### config.mk
export PLATFORM = sky130hd
export DESIGN_NAME = snake_step_ctrl
export DESIGN_NICKNAME = d
export VERILOG_FILES = /design/src/rtl/snake_pkg.sv /design/src/rtl/snake_next_head.sv /design/src/rtl/snake_step_ctrl.sv
export SDC_FILE = /design/constraint.sdc
export NUM_CORES = 1
export LEC_CHECK = 0
export CORE_MARGIN = 5
export CORE_UTILIZATION = 25
export DETAILED_ROUTE_END_ITERATION = 12
export GPL_TIMING_DRIVEN = 0
export PLACE_DENSITY_LB_ADDON = 0.25
export SETUP_SLACK_MARGIN = 0.05
export SLEW_MARGIN = 20
export SYNTH_ARGS = -nofsm -noshare
export SYNTH_HDL_FRONTEND = slang
export SYNTH_HIERARCHICAL = 1
export SYNTH_SLANG_ARGS = --single-unit
### constraint.sdc
create_clock -name clk -period 11.7 [get_ports clk]
set_input_delay 3.51 -clock clk [delete_from_list [all_inputs] [get_ports clk]]
set_output_delay 3.51 -clock clk [all_outputs]
set_load 0.02 [all_outputs]
### src/rtl/snake_pkg.sv
// Shared encodings for the snake step sequencer and the food placer: directions, PS/2 make codes,
// position field layout {y[12:7], x[6:0]}, and the step FSM states.
package snake_pkg;

  localparam logic [1:0] DIR_UP    = 2'd0;
  localparam logic [1:0] DIR_DOWN  = 2'd1;
  localparam logic [1:0] DIR_LEFT  = 2'd2;
  localparam logic [1:0] DIR_RIGHT = 2'd3;

  localparam logic [7:0] KEY_UP    = 8'h75;
  localparam logic [7:0] KEY_DOWN  = 8'h72;
  localparam logic [7:0] KEY_LEFT  = 8'h6B;
  localparam logic [7:0] KEY_RIGHT = 8'h74;

  localparam int POS_W    = 13;
  localparam int POS_X_LO = 0;
  localparam int POS_X_HI = 6;
  localparam int POS_Y_LO = 7;
  localparam int POS_Y_HI = 12;

  typedef enum logic [2:0] {
    ST_IDLE,
    ST_INIT,
    ST_RD_HEAD,
    ST_HEAD_CHK,
    ST_SH_RD,
    ST_SH_WR,
    ST_WR_HEAD,
    ST_DONE
  } state_t;

  // Up/down and left/right differ only in bit 0, so a reversal is an XOR of 01.
  function automatic logic is_reverse(input logic [1:0] a, input logic [1:0] b);
    return (a ^ b) == 2'b01;
  endfunction

endpackage

### src/rtl/snake_next_head.sv
// Combinational next-head position and wall detection for one step in a given direction.
// SNAKE_WRAP_EN: when defined, the playfield is a torus and wall is never flagged.
module snake_next_head
  import snake_pkg::*;
#(
  parameter int GRID_W = 64,
  parameter int GRID_H = 48
) (
  input  logic [POS_W-1:0] cur_pos,
  input  logic [1:0]       dir,
  output logic [POS_W-1:0] nxt_pos,
  output logic             wall
);

  localparam logic [6:0] GW = 7'(GRID_W);
  localparam logic [5:0] GH = 6'(GRID_H);

  logic [6:0] x;
  logic [5:0] y;

  always_comb begin
    x = cur_pos[POS_X_HI:POS_X_LO];
    y = cur_pos[POS_Y_HI:POS_Y_LO];
    case (dir)
      DIR_UP:   y = y - 6'd1;
      DIR_DOWN: y = y + 6'd1;
      DIR_LEFT: x = x - 7'd1;
      default:  x = x + 7'd1;
    endcase
`ifdef SNAKE_WRAP_EN
    // Stepping off either edge lands on the opposite visible edge.
    if (x == GW) x = 7'd0;
    else if (x == 7'd127) x = GW - 7'd1;
    if (y == GH) y = 6'd0;
    else if (y == 6'd63) y = GH - 6'd1;
    wall = 1'b0;
`else
    wall = (x >= GW) || (y >= GH);
`endif
    nxt_pos = {y, x};
  end

endmodule

### src/rtl/snake_step_ctrl.sv
// Per-tick snake sequencer over an external single-port segment RAM: head read, body shift, head write.
// A step takes 2*(shifts)+4 cycles; ticks while busy are dropped and flagged. SNAKE_WRAP_EN selects wrapping walls.
module snake_step_ctrl
  import snake_pkg::*;
#(
  parameter int MAX_LEN  = 16,
  parameter int LEN_W    = 5,
  parameter int INIT_LEN = 4,
  parameter int GRID_W   = 64,
  parameter int GRID_H   = 48
) (
  input  logic                       clk,
  input  logic                       rst_n,
  input  logic                       tick,
  input  logic                       init,
  input  logic                       pause,
  input  logic [7:0]                 key_code,
  input  logic [POS_W-1:0]           food_pos,
  output logic [$clog2(MAX_LEN)-1:0] seg_addr,
  output logic                       seg_we,
  output logic [POS_W-1:0]           seg_wdata,
  input  logic [POS_W-1:0]           seg_rdata,
  output logic [LEN_W-1:0]           length,
  output logic [1:0]                 direction,
  output logic                       busy,
  output logic                       ate,
  output logic                       died,
  output logic                       dead,
  output logic                       overrun
);

  localparam int AW = $clog2(MAX_LEN);
  localparam logic [LEN_W-1:0] MAX_L  = LEN_W'(MAX_LEN);
  localparam logic [LEN_W-1:0] INIT_L = LEN_W'(INIT_LEN);

  state_t           state, state_nxt;
  logic [LEN_W-1:0] idx;
  logic [POS_W-1:0] new_head;
  logic             eat, grow, coll, wall_hit;
  logic [1:0]       pend_dir;

  logic [POS_W-1:0] nh;
  logic             nh_wall;
  logic             hc_eat, hc_grow;
  logic [LEN_W-1:0] hc_start;
  logic [LEN_W-1:0] init_x;
  logic             key_vld;
  logic [1:0]       key_dir;
  logic             accept;

  snake_next_head #(
    .GRID_W(GRID_W),
    .GRID_H(GRID_H)
  ) u_next_head (
    .cur_pos(seg_rdata),
    .dir    (direction),
    .nxt_pos(nh),
    .wall   (nh_wall)
  );

  always_comb begin
    key_vld = 1'b1;
    key_dir = DIR_RIGHT;
    case (key_code)
      KEY_UP:    key_dir = DIR_UP;
      KEY_DOWN:  key_dir = DIR_DOWN;
      KEY_LEFT:  key_dir = DIR_LEFT;
      KEY_RIGHT: key_dir = DIR_RIGHT;
      default:   key_vld = 1'b0;
    endcase
  end

  assign accept   = (state == ST_IDLE) && tick && !pause && !dead && !init;
  assign hc_eat   = !nh_wall && (nh == food_pos);
  assign hc_grow  = hc_eat && (length < MAX_L);
  // Growing keeps the old tail, so one extra segment is shifted.
  assign hc_start = hc_grow ? length : length - 1'b1;
  assign init_x   = INIT_L - LEN_W'(1) - idx;

  always_comb begin
    state_nxt = state;
    seg_addr  = '0;
    seg_we    = 1'b0;
    seg_wdata = '0;
    ate       = 1'b0;
    died      = 1'b0;
    busy      = (state != ST_IDLE);
    case (state)
      ST_IDLE: begin
        if (accept) state_nxt = ST_RD_HEAD;
      end
      ST_INIT: begin
        seg_addr  = idx[AW-1:0];
        seg_we    = 1'b1;
        seg_wdata = POS_W'(init_x);
        if (idx == '0) state_nxt = ST_DONE;
      end
      ST_RD_HEAD: begin
        state_nxt = ST_HEAD_CHK;
      end
      ST_HEAD_CHK: begin
        if (nh_wall) state_nxt = ST_DONE;
        else if (hc_start != '0) state_nxt = ST_SH_RD;
        else state_nxt = ST_WR_HEAD;
      end
      ST_SH_RD: begin
        seg_addr  = idx[AW-1:0] - AW'(1);
        state_nxt = ST_SH_WR;
      end
      ST_SH_WR: begin
        seg_addr  = idx[AW-1:0];
        seg_we    = 1'b1;
        seg_wdata = seg_rdata;
        state_nxt = (idx > LEN_W'(1)) ? ST_SH_RD : ST_WR_HEAD;
      end
      ST_WR_HEAD: begin
        seg_we    = 1'b1;
        seg_wdata = new_head;
        state_nxt = ST_DONE;
      end
      ST_DONE: begin
        ate       = eat && !init;
        died      = (wall_hit || coll) && !init;
        state_nxt = ST_IDLE;
      end
      default: state_nxt = ST_IDLE;
    endcase
    if (init) state_nxt = ST_INIT;
  end

  always_ff @(posedge clk) begin
    if (!rst_n) begin
      state     <= ST_IDLE;
      idx       <= '0;
      new_head  <= '0;
      eat       <= 1'b0;
      grow      <= 1'b0;
      coll      <= 1'b0;
      wall_hit  <= 1'b0;
      length    <= INIT_L;
      direction <= DIR_RIGHT;
      pend_dir  <= DIR_RIGHT;
      dead      <= 1'b0;
      overrun   <= 1'b0;
    end else begin
      state <= state_nxt;
      if (key_vld && !is_reverse(key_dir, direction)) pend_dir <= key_dir;
      if (tick && state != ST_IDLE) overrun <= 1'b1;
      if (init) begin
        idx      <= INIT_L - LEN_W'(1);
        eat      <= 1'b0;
        grow     <= 1'b0;
        coll     <= 1'b0;
        wall_hit <= 1'b0;
      end else begin
        case (state)
          ST_IDLE: begin
            if (accept) direction <= pend_dir;
          end
          ST_INIT: begin
            idx <= idx - 1'b1;
            if (idx == '0) begin
              length    <= INIT_L;
              direction <= DIR_RIGHT;
              pend_dir  <= DIR_RIGHT;
              dead      <= 1'b0;
              overrun   <= 1'b0;
            end
          end
          ST_HEAD_CHK: begin
            new_head <= nh;
            eat      <= hc_eat;
            grow     <= hc_grow;
            wall_hit <= nh_wall;
            coll     <= 1'b0;
            idx      <= hc_start;
          end
          ST_SH_WR: begin
            if (seg_rdata == new_head) coll <= 1'b1;
            idx <= idx - 1'b1;
          end
          ST_DONE: begin
            if (grow) length <= length + 1'b1;
            if (wall_hit || coll) dead <= 1'b1;
          end
          default: ;
        endcase
      end
    end
  end

endmodule

# Word level (Yosys, flattened, before mapping)
# Index checks and enable logic that the tools add are counted.
[word_totals]
reg_bits = 36
output_inout_bits = 30
[op_classes]
n_addsub = 9
n_lt_le_gt_ge = 4
eq_ne = 23
mux = 38
bitwise = 3
n_reduce_logical = 39
[op_table]
columns = ["operator", "count"]
rows = [
  ["13-bit one-hot mux with 3 select lines", 1],
  ["8-bit by 7-bit equality test with 1-bit output (second input constant)", 4],
  ["13-bit equality test", 2],
  ["3-bit one-hot mux with 8 select lines", 1],
  ["2-bit 2-to-1 mux", 10],
  ["5-bit one-hot mux with 2 select lines", 2],
  ["5-bit 2-to-1 mux", 3],
  ["7-bit one-hot mux with 2 select lines", 1],
  ["3-bit equality test (second input constant)", 4],
  ["1-bit 2-to-1 mux", 12],
  ["6-bit one-hot mux with 2 select lines", 1],
  ["4-bit AND reduction", 3],
  ["1-bit logical AND", 10],
  ["2-bit != test (second input constant)", 5],
  ["5-bit by 1-bit subtractor with 5-bit output (second input constant)", 2],
  ["4-bit one-hot mux with 2 select lines", 1],
  ["2-bit AND reduction", 4],
  ["2-bit nonzero test", 4],
  ["7-bit by 1-bit adder with 7-bit output (second input constant)", 1],
  ["7-bit >= comparator (second input constant)", 1],
  ["7-bit by 1-bit subtractor with 7-bit output (second input constant)", 1],
  ["6-bit by 1-bit adder with 6-bit output (second input constant)", 1],
  ["3-bit by 2-bit equality test with 1-bit output (second input constant)", 2],
  ["6-bit >= comparator (second input constant)", 1],
  ["26 further kinds", 39],
]

# Depth between registers and ports, before layout
[depth]
ltp_word = 14
depth_mapped = 14
ltp_nobuf = 13

# Hierarchy
# The synthesis kept the hierarchy.
[modules_own_cells]
columns = ["mod", "n_inst", "cells_per_inst", "area_per_inst_um2"]
rows = [
  ["snake_step_ctrl", 1, 335, 2528.7],
  ["snake_next_head", 1, 74, 531.8],
]

# Least setup slack after synthesis
# OpenSTA, ideal clock, no wires.
[synth_timing]
path_kind = "input -> output"
start = "input init"
end = "output died"
arrival_ns = 4.196
setup_slack_ns = 3.994
cell_stages = 4
n_path_buf = 1
path_cell_list = "clkbuf_1 > nand2b_1 > nor2_1 > o21a_1"
[synth_between]
elab_chain_cells = 3
[synth_lines]
columns = ["element", "line_no", "text"]
rows = [
  ["start, declared", "snake_step_ctrl.sv:15", "input logic init,"],
  ["1-bit zero test", "snake_step_ctrl.sv:123", "died = (wall_hit || coll) && !init;"],
  ["1-bit logical AND", "snake_step_ctrl.sv:123", ""],
  ["1-bit 2-to-1 mux", "snake_step_ctrl.sv:88", "case (state)"],
  ["end, declared", "snake_step_ctrl.sv:27", "output logic died,"],
]
# Every way passes these cells.

# Final worst setup path
[layout_timing]
start = "input seg_rdata[0]"
end = "output seg_wdata[0]"
[layout_between]
elab_chain_cells = 1
[layout_lines]
columns = ["element", "line_no", "text"]
rows = [
  ["start, declared", "snake_step_ctrl.sv:22", "input logic [POS_W-1:0] seg_rdata,"],
  ["13-bit one-hot mux with 3 select lines", "snake_step_ctrl.sv:88", ""],
  ["end, declared", "snake_step_ctrl.sv:21", "output logic [POS_W-1:0] seg_wdata,"],
]
# Every way passes these cells.

==> impl_metrics.yaml <==
layout:
  utilization: 0.339
  syn2layout_area_growth_pct: 32.9
  final_net_count: 534
  drive_gt1_frac: 0.0435
  final_area_um2: 4070
  diodes: 0
logic_synthesis:
  syn_area_per_cell_um2: 7.48
  synthTopCellsByArea: "dfxtp_1, xnor2_1, nand2_1, ha_1, a21oi_1"
  synth_nets: 460
  synthMuxAreaShare: 0.0135
  synth_enable_flop_cells: 0
  synth-simple-area-share: 0.295
  synthArstFlopShare: 0
  synth_fa_ha_area_frac: 0.0515
  synth_commonest_cells: "nand2_1, xnor2_1, dfxtp_1"
  ys.flop_type: "dfxtp_1"
  synth.top_cell.area_share: 0.235
  synth_compound_area_frac: 0.222
  yosys_warnings: 6
  syn-instance-count: 409
  synth_xor_area_frac: 0.132
  synth_area_um2: 3060
  synth.distinct_cells: 61
  synth-seq-cells: 36
  synth.most_common_cell: "nand2_1"
  synth_top_family_by_area: "simple AND/OR/NAND/NOR gates"
  synth_seq_area_share: 0.235
  yosysTopAreaCell: "dfxtp_1"
timing:
  setup_viol: 0
  hold_viol: 0
  finalCritPeriodShare: 0.748
  slew_viol_final: 0
  rsz0062_at_grt: "false"
  fin_skew_ns: 0.00437
  worst_slack_ns: 2.95
  period_needed_ns: 8.75
  fmax_ghz: 0.114
  slew_headroom: 0.598
  fin_tns_setup_ns: 0
  worst_slew_pin_slew_ns: 0.603
placed_design:
  dp_slack_ns: 2.98
  place_hpwl_mm: 7.90
  io_buffers: 67
  placed_area_um2: 3920
  gp_congestion: 0.865
global_route:
  grt.overflow.total: 0
  grt_start_max_net_pins: 11
  antenna_found_initial: 0
  grt_pass1_wl_mm: 15.7
  grt_usage: 0.133
  first_global_vias: 3156
critical_path:
  cp_data_required_time_ns: 8.19
  crit_type: "in2out"
  end_kind: "output pin"
  crit_path_start_kind: "primary input"
  cp_max_fo: 8
  arrival_ns: 5.24
clocking:
  insertion_delay_ns: 0.27
  cts.hold.buffers_added: 0
  clockBufferDepth: 2
  cts_max_level: 2
  clock_tree.root_cell: "clkbuf_16"
  post_cts_buffers: 0
  cts.sinks: 36
  path_clk_slew_ns: 0.06
  cts_resized: 0
  cts_tree: "built"
  cts-buffers-inserted: 5
routing:
  drt_first_pass_iters: 4
  wirelength_mm: 9.82
  antenna_left: 0
  drc: 0
  vias: 3181
  initialDrtViolationCount: 185
  wire_per_inst_um: 15.6
  routed_via_density: 5.05
pwr:
  leakage_nw: 1.38
  peakVddDrop_v: 0.0000596
  p_total_mw: 0.370
  p_per_area_nw_per_um2: 90.9
die:
  initial_core_util: 0.255
  dieHeight_um: 121
  die_area_um2: 14600
  rows: 40
  io_pins: 69
  die_w_um: 121
  coreArea_um2: 12000
outcome:
  status: "finished clean"
run:
  maxCapViolations: 0
min_path:
  hold_class: "reg2reg"
-- area by class of cell --
class                      count  area, um2
timing repair buffer          67        671
sequential                    36        721
tap                          147        184
multi-input combinational    335       2180
fill                        1282       7940
clock buffer                   7        153
buffer                        23       98.8
inverter                      15       56.3
-- kinds of logic (layout without fill, tap and decap cells) --
| group | after synthesis | after routing |
|---|---|---|
| compound gates | 101 | 101 |
| xor+xnor | 46 | 46 |
| fa+ha+maj | 12 | 12 |
| buf+inv | 38 | 112 |
| flops | 36 | 36 |
| mux | 4 | 4 |
| simple gates | 172 | 172 |
-- worst max-delay path, cell delays in order --
cell	delay (ns)
clkdlybuf4s50_1	0.68
a22oi_1	0.17
o22ai_1	0.23
clkdlybuf4s50_1	0.65
-- per-layer routing --
layer | wire (um) | vias to the layer above | share of wire | GRT usage
met5 | 0 | - | 0 | 0
met4 | 65 | 0 | 0.0066 | 0.0319
met3 | 503 | 6 | 0.051 | 0.0267
met2 | 4780 | 82 | 0.49 | 0.225
met1 | 4470 | 1492 | 0.46 | 0.173
li1 | - | 1601 | - | -
-- placed cells by master, fill, tap and decap left out, types with 14 or more instances in the layout --
cell type | synthesis | layout
o21ai_0 | 16 | 16
a21oi_1 | 24 | 24
dfxtp_1 | 36 | 36
clkdlybuf4s50_1 | 0 | 67
a22oi_1 | 14 | 14
clkbuf_1 | 17 | 17
nand2_1 | 58 | 58
xnor2_1 | 39 | 39
nor2_1 | 32 | 32
inv_1 | 14 | 14
-- registers in the layout (all words and copies together) (netlist names) --
signal	count
coll	1
dead	1
direction	2
eat	1
grow	1
idx	5
length	5
new_head	13
overrun	1
pend_dir	2
state	3
wall_hit	1
-- worst paths after layout --
kind / endpoint / from / depth (start not counted) / slack (ns)
min: grow / grow / 2 / 0.46
min reg2reg: grow / grow / 2 / 0.46
max: seg_wdata[0] / seg_rdata[0] / 4 / 2.95
max reg2reg: idx[3] / direction[0] / 12 / 7.50
-- power breakdown --
part	switching, mW	total (mW)	internal (mW)
logic	0.0559	0.103	0.0468
clock network	0.0478	0.137	0.0893
registers	0.00395	0.130	0.126
total	0.108	0.370	0.262
-- through the flow --
stage / hold WS, ns / std cells
after CTS: 0.459 / 630
after global routing: 0.488 / 630
after floorplan: 0.432 / 409
after detailed placement: 0.448 / 623
after global placement: 0.445 / 623
final: 0.460 / 630
No activity file was read; power rests on OpenSTA's default activity.
